===== src/rtl/pipeline_hazard_ctrl.sv =====
// Pipeline hazard controller: multi-cycle MUL stall, load-use stall and branch flush.
// Optional stall-cycle performance counter enabled by macro HAZARD_PERF_CNT_EN.
module pipeline_hazard_ctrl #(
  parameter int unsigned MUL_LAT = 4
) (
  input  logic        clk_i,
  input  logic        rst_i,
  input  logic        ID_EX_MemRead_i,
  input  logic [4:0]  ID_EX_RTaddr_i,
  input  logic        ID_EX_Mul_i,
  input  logic [4:0]  IF_ID_RSaddr_i,
  input  logic [4:0]  IF_ID_RTaddr_i,
  input  logic        ID_Branch_i,
  output logic        PCWrite_o,
  output logic        IF_ID_Write_o,
  output logic        IF_ID_Flush_o,
  output logic        ID_EX_Write_o,
  output logic        ID_EX_Bubble_o,
  output logic        EX_MEM_Bubble_o,
  output logic        Mul_Start_o,
  output logic        Mul_Done_o,
  output logic [15:0] stall_cnt_o
);

  // state    | meaning
  // RUN      | normal issue; load-use / branch handling active
  // MUL_BUSY | multiplier occupying EX; mul_cnt counts remaining stall cycles
  typedef enum logic {RUN, MUL_BUSY} state_e;

  localparam logic [3:0] MUL_CNT_INIT = 4'(MUL_LAT - 2);

  state_e     state_q, state_d;
  logic [3:0] mul_cnt_q, mul_cnt_d;
  logic       load_use;

  assign load_use = ID_EX_MemRead_i && (ID_EX_RTaddr_i != 5'd0) &&
                    ((ID_EX_RTaddr_i == IF_ID_RSaddr_i) || (ID_EX_RTaddr_i == IF_ID_RTaddr_i));

  always_comb begin
    state_d         = state_q;
    mul_cnt_d       = mul_cnt_q;
    PCWrite_o       = 1'b1;
    IF_ID_Write_o   = 1'b1;
    ID_EX_Write_o   = 1'b1;
    IF_ID_Flush_o   = 1'b0;
    ID_EX_Bubble_o  = 1'b0;
    EX_MEM_Bubble_o = 1'b0;
    Mul_Start_o     = 1'b0;
    Mul_Done_o      = 1'b0;
    if (rst_i) begin
      state_d   = RUN;
      mul_cnt_d = 4'd0;
    end else begin
      case (state_q)
        RUN: begin
          if (ID_EX_Mul_i) begin
            Mul_Start_o     = 1'b1;
            PCWrite_o       = 1'b0;
            IF_ID_Write_o   = 1'b0;
            ID_EX_Write_o   = 1'b0;
            EX_MEM_Bubble_o = 1'b1;
            state_d         = MUL_BUSY;
            mul_cnt_d       = MUL_CNT_INIT;
          end else if (load_use) begin
            PCWrite_o      = 1'b0;
            IF_ID_Write_o  = 1'b0;
            ID_EX_Bubble_o = 1'b1;
          end else if (ID_Branch_i) begin
            IF_ID_Flush_o = 1'b1;
          end
        end
        MUL_BUSY: begin
          if (mul_cnt_q != 4'd0) begin
            PCWrite_o       = 1'b0;
            IF_ID_Write_o   = 1'b0;
            ID_EX_Write_o   = 1'b0;
            EX_MEM_Bubble_o = 1'b1;
            mul_cnt_d       = mul_cnt_q - 4'd1;
          end else begin
            // ID advances this cycle, so a branch held during the stall resolves now
            Mul_Done_o    = 1'b1;
            IF_ID_Flush_o = ID_Branch_i;
            state_d       = RUN;
          end
        end
        default: begin
          state_d   = RUN;
          mul_cnt_d = 4'd0;
        end
      endcase
    end
  end

  always_ff @(posedge clk_i or posedge rst_i) begin
    if (rst_i) begin
      state_q   <= RUN;
      mul_cnt_q <= 4'd0;
    end else begin
      state_q   <= state_d;
      mul_cnt_q <= mul_cnt_d;
    end
  end

`ifdef HAZARD_PERF_CNT_EN
  logic [15:0] stall_cnt_q, stall_cnt_d;

  always_comb begin
    stall_cnt_d = stall_cnt_q;
    if (!PCWrite_o && (stall_cnt_q != 16'hFFFF)) stall_cnt_d = stall_cnt_q + 16'd1;
  end

  always_ff @(posedge clk_i or posedge rst_i) begin
    if (rst_i) stall_cnt_q <= 16'd0;
    else       stall_cnt_q <= stall_cnt_d;
  end

  assign stall_cnt_o = stall_cnt_q;
`else
  assign stall_cnt_o = 16'h0000;
`endif

endmodule


===== config.mk =====
export PLATFORM = sky130hd
export DESIGN_NAME = pipeline_hazard_ctrl
export DESIGN_NICKNAME = d
export VERILOG_FILES = /design/src/rtl/pipeline_hazard_ctrl.sv
export SDC_FILE = /design/constraint.sdc
export NUM_CORES = 1
export LEC_CHECK = 0
export BUFFER_PORTS_ARGS = -buffer_cell sky130_fd_sc_hd__buf_2
export CORE_MARGIN = 4
export CORE_UTILIZATION = 40
export DETAILED_ROUTE_END_ITERATION = 12
export PLACE_DENSITY = 0.79
export SYNTH_ARGS = -nofsm -noshare
export SYNTH_HDL_FRONTEND = slang
export SYNTH_SLANG_ARGS = --single-unit

===== constraint.sdc =====
create_clock -name clk_i -period 1.9 [get_ports clk_i]
set_clock_uncertainty 0.05 [all_clocks]
set_input_delay 0.19 -clock clk_i [delete_from_list [all_inputs] [get_ports clk_i]]
set_output_delay 0.19 -clock clk_i [all_outputs]
set_load 0.02 [all_outputs]

==> impl_metrics.csv, run 1 <==
group,metric,value,unit
outcome,status,"finished, final reports clean",
setup_path,endpoint,"IF_ID_Write_o",
setup_path,crit_path_end_kind,"primary output",
sta,finalSetupTns,0,ns
setup_path,ff2ff_path_depth,7,
clock_tree,clk_path_buf_depth,2,
die,die_h,47.3,µm
clock_tree,clk_latency,0.25,ns
drt,ant_nets,0,
setup_path,cp.depth,6,
sta,max_freq,549,MHz
logic_synthesis,synth_edf_count,0,
sta,worst_slack,0.0799,ns
sta,slew_viol_final,0,
global_route,grt_pass1_wl,2100,µm
global_route,first_global_vias,506,
pwr,leakagePower,0.000391,µW
clock_tree,root_buffer,"clkbuf_4",
clock_tree,clk_pin_slew_worst_paths,0.05,ns
die,initial_core_util,44.6,%
setup_path,required,1.66,ns
min_path,worstHoldPathType,"in2reg",
sta,setup_viol,0,
layout,final_common_cell,"buf_2",
clock_tree,cts_buffers,3,
logic_synthesis,synth_top_family_by_area,"simple AND/OR/NAND/NOR gates",
setup_path,reg2reg_from,"mul_cnt_q[0]",
placement,dpl_worst_slack,0.201,ns
logic_synthesis,yosys.area.top_type,"buf_4",
layout,postLayoutCoreUtil,58.5,%
setup_path,crit_path_start_kind,"register",
die,die_x,47.3,µm
sta,hold_viol_final,0,
global_route,overflow,0,
logic_synthesis,synthesis.area,617,µm²
setup_path,cp_top_family,"flip-flops",
clock_tree,cts_tree,"built",
drt,drc,0,
pwr,ir_drop,0.230,mV
clock_tree,htreeDepth,1,
logic_synthesis,synth_simple_gate_area_share,25.2,%
setup_path,critical_path_class,"reg2out",
logic_synthesis,synth-seq-cells,5,
drt,vias,628,
drt,viasPerCell,4.94,
placement,gp_congestion,0.862,
setup_path,r2r_end,"mul_cnt_q[2]",
setup_path,critPathMaxStageDelay,0.38,ns
logic_synthesis,synth_seq_area_share,20.3,%
layout,drive_above_1_share,42.0,%
drt,wl_per_cell,11.9,µm
drt,drt_iter0_markers,10,
die,core,1380,µm²
logic_synthesis,synth_area_per_cell,7.91,µm²
layout,area_delta_synth_final,31.0,%
global_route,grt_antenna_before_repair,0,
layout,nNetsFinal,135,
global_route,grt_use_total,13.3,%
setup_path,reg2reg_slack,0.36,ns
logic_synthesis,yosys.area_share.xor_xnor,15.6,%
die,row_count,13,
sta,fin_crit_sh,95.8,%
layout,antenna_cells,0,
pwr,p_per_area,618,nW/µm²
die,die-area,2230,µm²
drt,routed_wirelength,1510,µm
logic_synthesis,muxShareOfSynthArea,0,%
clock_tree,cts.sink_count,5,
logic_synthesis,synth_top_cell_area_share,21.9,%
logic_synthesis,netlist_instances,78,
logic_synthesis,synthDistinctLibCells,25,
logic_synthesis,ys.flop_type,"dfrtp_1",
drt,dr.pass1.iters,4,
die,ioPinCount,44,
setup_path,crit_buf_inv,2,
placement,hpwl,1210,µm
logic_synthesis,yosys_warnings,0,
setup_path,startpoint,"mul_cnt_q[0]",
layout,stdcell_area,808,µm²
layout,layout_common_cells,"buf_2 (23), conb_1 (16), xnor2_1 (10), buf_4 (9)",
logic_synthesis,synth-compound-area-share,9.13,%
sta,period_needed,1.82,ns
layout,final.fill_count,141,
setup_path,path_max_fanout,4,
job,drv_cap,0,
placement,dpl_cell_area,706,µm²
global_route,grt_max_degree,13,
logic_synthesis,synth-async-reset-ratio,100,%
setup_path,arrival,1.58,ns
placement,port_buffers,27,
logic_synthesis,synth_area_leaders,"buf_4 (22%), dfrtp_1 (20%), xnor2_1 (14%)",
logic_synthesis,yosys.area_share.adder,4.06,%
setup_path,crit_slowest_cell,"dfrtp_1",
setup_path,crit_chain,"inv_2 -> ha_2 -> and4bb_2 -> nor3_2 -> a21oi_2 -> buf_4",
[report_power, final]
group	internal (µW)	switching [µW]
clock	79.6	46.7
combinational	103	136
sequential	118	15.9
total	301	198
[worst reg2reg max path, cell delays in order, from the launching register on]
cell and delay, ns:
dfrtp_1 0.36, inv_2 0.05, ha_2 0.18, and4bb_2 0.26, buf_4 0.14, nor3b_1 0.16, o21ai_0 0.12, a21oi_1 0.14
[layout make-up]
class	count	area, µm²	share of cell area [%]
repair buffers	34	200	24.8
flip-flops and latches	5	125	15.5
well taps	15	18.8	2.32
inverters	4	18.8	2.32
multi-input cells	65	419	51.9
clock buffers	4	26.3	3.25
[kinds of logic (layout without fill, tap and decap cells)]
kind of cell	count (synthesis)	count (layout)
other	1	16
DFF	5	5
buffers and inverters	23	42
and+or+nand+nor	26	26
xor gates and xnor gates	11	11
adders and majority gates	2	2
AOI/OAI and AO/OA	10	10
[synthesized netlist by cell type, types with 2 or more instances]
cell type and count:
inv_1 4, dfrtp_1 5, nor3_1 3, ha_1 2
xnor2_1 10, nand3_1 5, nand2_1 4, o21ai_0 2
buf_4 18, a21oi_1 5, nor3b_1 3, nor2_1 4
[state kept, by name, summed over array words and instances (netlist names)]
register	count
mul_cnt_q	4
state_q	1
[per-layer routing]
metal | vias to the layer above | share of wire, % | GRT usage (%)
li1 | 298 | - | -
met1 | 285 | 34 | 15.3
met2 | 40 | 52 | 22.5
met3 | 5 | 12 | 3.45
met4 | 0 | 1.8 | 6.63
met5 | - | 0 | 0
[worst min path at each step]
stage / from / end / cells after the start
after detailed placement: rst_i / mul_cnt_q[3] / 2
after floorplan: rst_i / mul_cnt_q[0] / 2
final: ID_EX_Mul_i / mul_cnt_q[2] / 3
after global placement: rst_i / state_q / 2
after global routing: ID_EX_Mul_i / mul_cnt_q[2] / 3
after CTS: ID_EX_Mul_i / mul_cnt_q[2] / 3
[repair_timing]
item | CTS | global route
hold endpoints to repair | 5 | 0
hold buffers | 1 | 0
gates resized for setup | 4 | 8
setup endpoints to repair | 3 | 4
buffers inserted | 0 | 5
pin swaps | 1 | 1
[stage by stage]
| stage | hold WS [ns] | total power (µW) | cells |
|---|---|---|---|
| 5_1_grt | 0.268 | 529 | 127 |
| 4_1_cts | 0.251 | 472 | 122 |
| 3_3_place_gp | 0.166 | 329 | 117 |
| 2_1_floorplan | 0.0968 | 304 | 93 |
| 6_report | 0.260 | 500 | 127 |
| 3_5_place_dp | 0.173 | 339 | 117 |
(Power assumes the default switching activity.)
==> run 2, diff against run 1 <==
--- a/config.mk
+++ b/config.mk
@@ -7,9 +7,9 @@
 export LEC_CHECK = 0
 export BUFFER_PORTS_ARGS = -buffer_cell sky130_fd_sc_hd__buf_2
 export CORE_MARGIN = 4
-export CORE_UTILIZATION = 40
+export CORE_UTILIZATION = 36
 export DETAILED_ROUTE_END_ITERATION = 12
-export PLACE_DENSITY = 0.79
+export PLACE_DENSITY = 0.74
 export SYNTH_ARGS = -nofsm -noshare
 export SYNTH_HDL_FRONTEND = slang
 export SYNTH_SLANG_ARGS = --single-unit
==> constraint.sdc (replaced) <==
create_clock -name clk_i -period 1.6 [get_ports clk_i]
set_clock_uncertainty 0.05 [all_clocks]
set_input_delay 0.16 -clock clk_i [delete_from_list [all_inputs] [get_ports clk_i]]
set_output_delay 0.16 -clock clk_i [all_outputs]
set_load 0.02 [all_outputs]
==> run 2 against run 1 <==
  * The flow now finishes with violations (negative setup slack)
  * Sequential cell count stayed put
  * Sequential power is 17% higher
  * Die area up 9.2%
  * Critical endpoint is now ID_EX_Write_o
==> impl_metrics.csv, run 2 (synthesis gave the netlist of run 1 again) <==
group,metric,value,unit
layout,drive_above_1_share,47.9,%
clock_tree,cts_buffers,3,
layout,regMostFlops,"mul_cnt_q",
sta,finalSetupTns,-0.460,ns
layout,final_common_cell,"buf_2",
min_path,worstHoldPathType,"in2reg",
drt,dr.pass1.iters,4,
layout,fin_cells,135,
setup_path,critical_path_class,"reg2out",
layout,antenna_cells,0,
placement,gp_congestion,0.865,
sta,worst_slack,-0.113,ns
sta,slew_viol_final,0,
layout,final.fill_count,136,
pwr,report.power.total,662,µW
clock_tree,cts.sink_count,5,
drt,vias,652,
setup_path,required,1.39,ns
drt,viasPerCell,4.83,
sta,finalHoldWorstSlack,0.192,ns
global_route,grt_max_degree,10,
layout,nNetsFinal,142,
die,row_count,14,
die,die-area,2440,µm²
clock_tree,clk_pin_slew_worst_paths,0.05,ns
layout,area_delta_synth_final,55.2,%
clock_tree,root_buffer,"clkbuf_4",
global_route,grt_pass1_wl,2710,µm
die,die_x,49.4,µm
layout,layout_common_cells,"buf_2 (18), conb_1 (16), buf_4 (12), xnor2_1 (10), buf_6 (10)",
drt,ant_nets,0,
sta,rsz0062_at_grt,"true",
outcome,violations,"negative setup slack",
die,core,1560,µm²
global_route,overflow,0,
sta,setup_viol,5,
die,die_h,49.4,µm
layout,top_regs,"mul_cnt_q x4, state_q x1",
outcome,status,"finished with violations",
die,ioPinCount,44,
setup_path,arrival,1.50,ns
clock_tree,cts_tree,"built",
global_route,first_global_vias,656,
layout,postLayoutCoreUtil,61.4,%
placement,port_buffers,27,
sta,max_freq,584,MHz
drt,routed_wirelength,1690,µm
layout,largest_register_ffs,4,
job,drv_cap,0,
clock_tree,htreeDepth,1,
drt,wl_per_cell,12.5,µm
placement,placed_cells,124,
die,initial_core_util,39.6,%
pwr,p_per_area,692,nW/µm²
drt,drc,0,
clock_tree,clk_path_buf_depth,2,
setup_path,crit_path_end_kind,"primary output",
drt,drt_iter0_markers,5,
pwr,ir_drop,0.330,mV
placement,hpwl,1250,µm
clock_tree,clk_latency,0.24,ns
setup_path,path_max_fanout,4,
sta,hold_viol_final,0,
global_route,grt_use_total,14.5,%
global_route,grt_antenna_before_repair,0,
sta,fin_crit_sh,107,%
sta,period_needed,1.71,ns
pwr,leakagePower,0.000449,µW
setup_path,crit_path_start_kind,"register",
[run 2: path summary, 6_finish.rpt]
kind	from	end	slack, ns	cells past startpoint
hold / removal	rst_i	mul_cnt_q[2]	0.19	2
hold reg to reg	mul_cnt_q[1]	mul_cnt_q[1]	0.61	3
setup / recovery	mul_cnt_q[1]	ID_EX_Write_o	-0.11	6
setup reg to reg	mul_cnt_q[0]	mul_cnt_q[3]	0.18	7
max in group asynchronous	rst_i	state_q	0.82	4
min in group asynchronous	rst_i	mul_cnt_q[2]	0.55	4
[run 2: per-layer routing]
metal  vias up  track usage, %  wire [µm]
met1       303            13.3        536
met2        35            28.1        941
li1        310               -          -
met4         0            5.07         24
met3         4            5.81        184
met5         -               0          0
[run 2: report_power, final]
| part | internal [µW] | total (µW) | switching, µW |
|---|---|---|---|
| clock | 94.6 | 152 | 57.3 |
| combinational | 169 | 354 | 185 |
| sequential | 141 | 157 | 15.4 |
[run 2: area by class of cell]
class | count | area, µm² | share of cell area, %
multi-input combinational | 65 | 467 | 48.8
timing repair buffer | 41 | 303 | 31.6
sequential | 5 | 126 | 13.2
clock buffer | 4 | 26.3 | 2.75
tap | 16 | 20.0 | 2.09
inverter | 4 | 15.0 | 1.57
[run 2: through the flow]
stage / cell area [µm²] / setup WS [ns]
after CTS: 893 / -0.110
final: 957 / -0.113
after global placement: 776 / 0.0102
after detailed placement: 776 / -0.0751
after floorplan: 712 / -0.0454
after global routing: 957 / -0.191
[run 2: what timing repair did]
action | in CTS | in global routing
setup endpoints to repair | 7 | 7
buffers inserted | 4 | 2
pin swaps | 6 | 1
hold buffers | 1 | 0
gates resized for setup | 16 | 13
endpoints found under the hold margin | 5 | 0
[run 2: worst max-delay path: stages, from the launching register on]
cell and delay [ns]:
dfrtp_1 0.35, inv_2 0.06, ha_4 0.16, and4bb_4 0.22
nor3_4 0.23, inv_1 0.09, buf_6 0.14
==> run 3, diff against run 2 <==
--- a/config.mk
+++ b/config.mk
@@ -7,9 +7,10 @@
 export LEC_CHECK = 0
 export BUFFER_PORTS_ARGS = -buffer_cell sky130_fd_sc_hd__buf_2
 export CORE_MARGIN = 4
-export CORE_UTILIZATION = 36
+export CORE_UTILIZATION = 40
 export DETAILED_ROUTE_END_ITERATION = 12
-export PLACE_DENSITY = 0.74
+export PLACE_DENSITY = 0.78
+export SETUP_SLACK_MARGIN = 0.3
 export SYNTH_ARGS = -nofsm -noshare
 export SYNTH_HDL_FRONTEND = slang
 export SYNTH_SLANG_ARGS = --single-unit
==> constraint.sdc (replaced) <==
create_clock -name clk_i -period 1.8 [get_ports clk_i]
set_clock_uncertainty 0.05 [all_clocks]
set_input_delay 0.18 -clock clk_i [delete_from_list [all_inputs] [get_ports clk_i]]
set_output_delay 0.18 -clock clk_i [all_outputs]
set_load 0.02 [all_outputs]
==> run 3 against run 2 <==
  * The run now ends clean
  * Highest routed layer unchanged
  * Global-route usage is 1.5 points higher
  * Register-to-register slack better by 0.20 ns
  * Routed wire length is 0.41% higher
  * Sequential cell count stayed put
==> impl_metrics.csv, run 3 (synthesis gave the netlist of run 1 again) <==
group,metric,value,unit
outcome,status,"finished, final reports clean",
job,drv_cap,0,
layout,final_common_cell,"buf_2",
die,row_count,13,
placement,placed_cells,118,
setup_path,arrival,1.51,ns
drt,drc,0,
placement,port_buffers,27,
drt,routed_wirelength,1690,µm
placement,dpl_worst_slack,0.140,ns
clock_tree,root_buffer,"clkbuf_4",
sta,setup_viol,0,
placement,gp_congestion,0.881,
min_path,worstHoldPathType,"in2reg",
drt,ant_nets,0,
setup_path,reg2reg_slack,0.38,ns
clock_tree,cts.sink_count,5,
layout,antenna_cells,0,
clock_tree,cts_tree,"built",
clock_tree,htreeDepth,1,
sta,fin_crit_sh,96.5,%
setup_path,required,1.57,ns
setup_path,reg2reg_from,"mul_cnt_q[1]",
layout,nNetsFinal,141,
min_path,holdPathStages,2,
sta,finalHoldWorstSlack,0.209,ns
layout,largest_register_ffs,4,
clock_tree,cts_buffers,3,
die,die-area,2230,µm²
global_route,grt_pass1_wl,2480,µm
sta,worst_slack,0.0636,ns
setup_path,path_max_fanout,4,
pwr,ir_drop,0.289,mV
drt,drt_iter0_markers,8,
min_path,hold_end,"mul_cnt_q[2]",
die,core,1380,µm²
clock_tree,clk_latency,0.25,ns
drt,viasPerCell,4.89,
global_route,grt_antenna_before_repair,0,
layout,final.fill_count,125,
setup_path,crit_path_start_kind,"register",
drt,vias,650,
layout,area_delta_synth_final,48.3,%
setup_path,ff2ff_path_depth,7,
min_path,hp-start,"rst_i",
global_route,grt_use_total,15.9,%
layout,multi_input_area,470,µm²
drt,dr.pass1.iters,4,
layout,postLayoutCoreUtil,66.2,%
sta,hold_viol_final,0,
die,die_h,47.3,µm
sta,period_needed,1.74,ns
clock_tree,clk_pin_slew_worst_paths,0.05,ns
die,die_x,47.3,µm
layout,regMostFlops,"mul_cnt_q",
pwr,leakagePower,0.000435,µW
sta,max_freq,576,MHz
sta,finalSetupTns,0,ns
sta,rsz0062_at_grt,"true",
layout,top_regs,"mul_cnt_q x4, state_q x1",
sta,slew_viol_final,0,
clock_tree,clk_path_buf_depth,2,
setup_path,crit_path_end_kind,"primary output",
global_route,overflow,0,
layout,fin_cells,133,
setup_path,r2r_end,"mul_cnt_q[3]",
die,initial_core_util,44.6,%
layout,drive_above_1_share,45.8,%
pwr,p_per_area,644,nW/µm²
layout,regArea,126,µm²
global_route,grt_max_degree,10,
global_route,first_global_vias,597,
die,ioPinCount,44,
layout,layout_common_cells,"buf_2 (21), conb_1 (16), buf_4 (16), xnor2_1 (10), nand3_1 (5)",
placement,hpwl,1160,µm
setup_path,critical_path_class,"reg2out",
drt,wl_per_cell,12.7,µm
-- run 3: layout make-up --
cell class	count	share of cell area, %
Clock buffer	4	2.87
Inverter	4	1.64
Multi-Input combinational cell	65	51.4
Sequential cell	5	13.8
Tap cell	15	2.05
Timing Repair Buffer	40	28.2
-- run 3: repair_timing --
item | 4_1_cts | 5_1_grt
setup endpoints to repair | 7 | 10
resized for setup | 16 | 1
gates cloned | 0 | 0
buffers inserted | 7 | 3
hold buffers | 1 | 0
hold endpoints to repair | 5 | 0
pin swaps | 6 | 2
-- run 3: critical path: stages, from the launching register on --
cell and delay (ns):
dfrtp_1 0.38, inv_2 0.08, ha_4 0.15, and4bb_4 0.29
nor3_4 0.07, a21oi_4 0.15, buf_6 0.14
-- run 3: layer usage --
metal  routed length [µm]  track usage (%)  vias up
met5                    0                0        -
met3                  173             3.45        4
met1                  567             15.8      302
met2                  924             29.4       37
met4                   28             9.94        0
li1                     -                -      307
-- run 3: worst max path at each step --
stage                       from            end  slack [ns]
6_report            mul_cnt_q[1]  IF_ID_Write_o        0.06
5_1_grt             mul_cnt_q[1]  IF_ID_Flush_o       -0.03
4_1_cts             mul_cnt_q[0]  IF_ID_Flush_o        0.09
3_5_place_dp        mul_cnt_q[0]      PCWrite_o        0.14
3_3_place_gp   ID_EX_RTaddr_i[1]  IF_ID_Write_o        0.15
2_1_floorplan       mul_cnt_q[0]      PCWrite_o        0.13
-- run 3: power breakdown --
part,switching (µW),internal (µW),total (µW)
clock network,53.8,84.3,138
logic,165,147,312
registers,13.9,125,139
total,233,357,589
-- run 3: per-stage QoR --
step | instance area [µm²] | power, µW
after floorplan | 712 | 332
after global placement | 737 | 362
after detailed placement | 737 | 368
after CTS | 876 | 563
after global routing | 915 | 634
final | 915 | 589
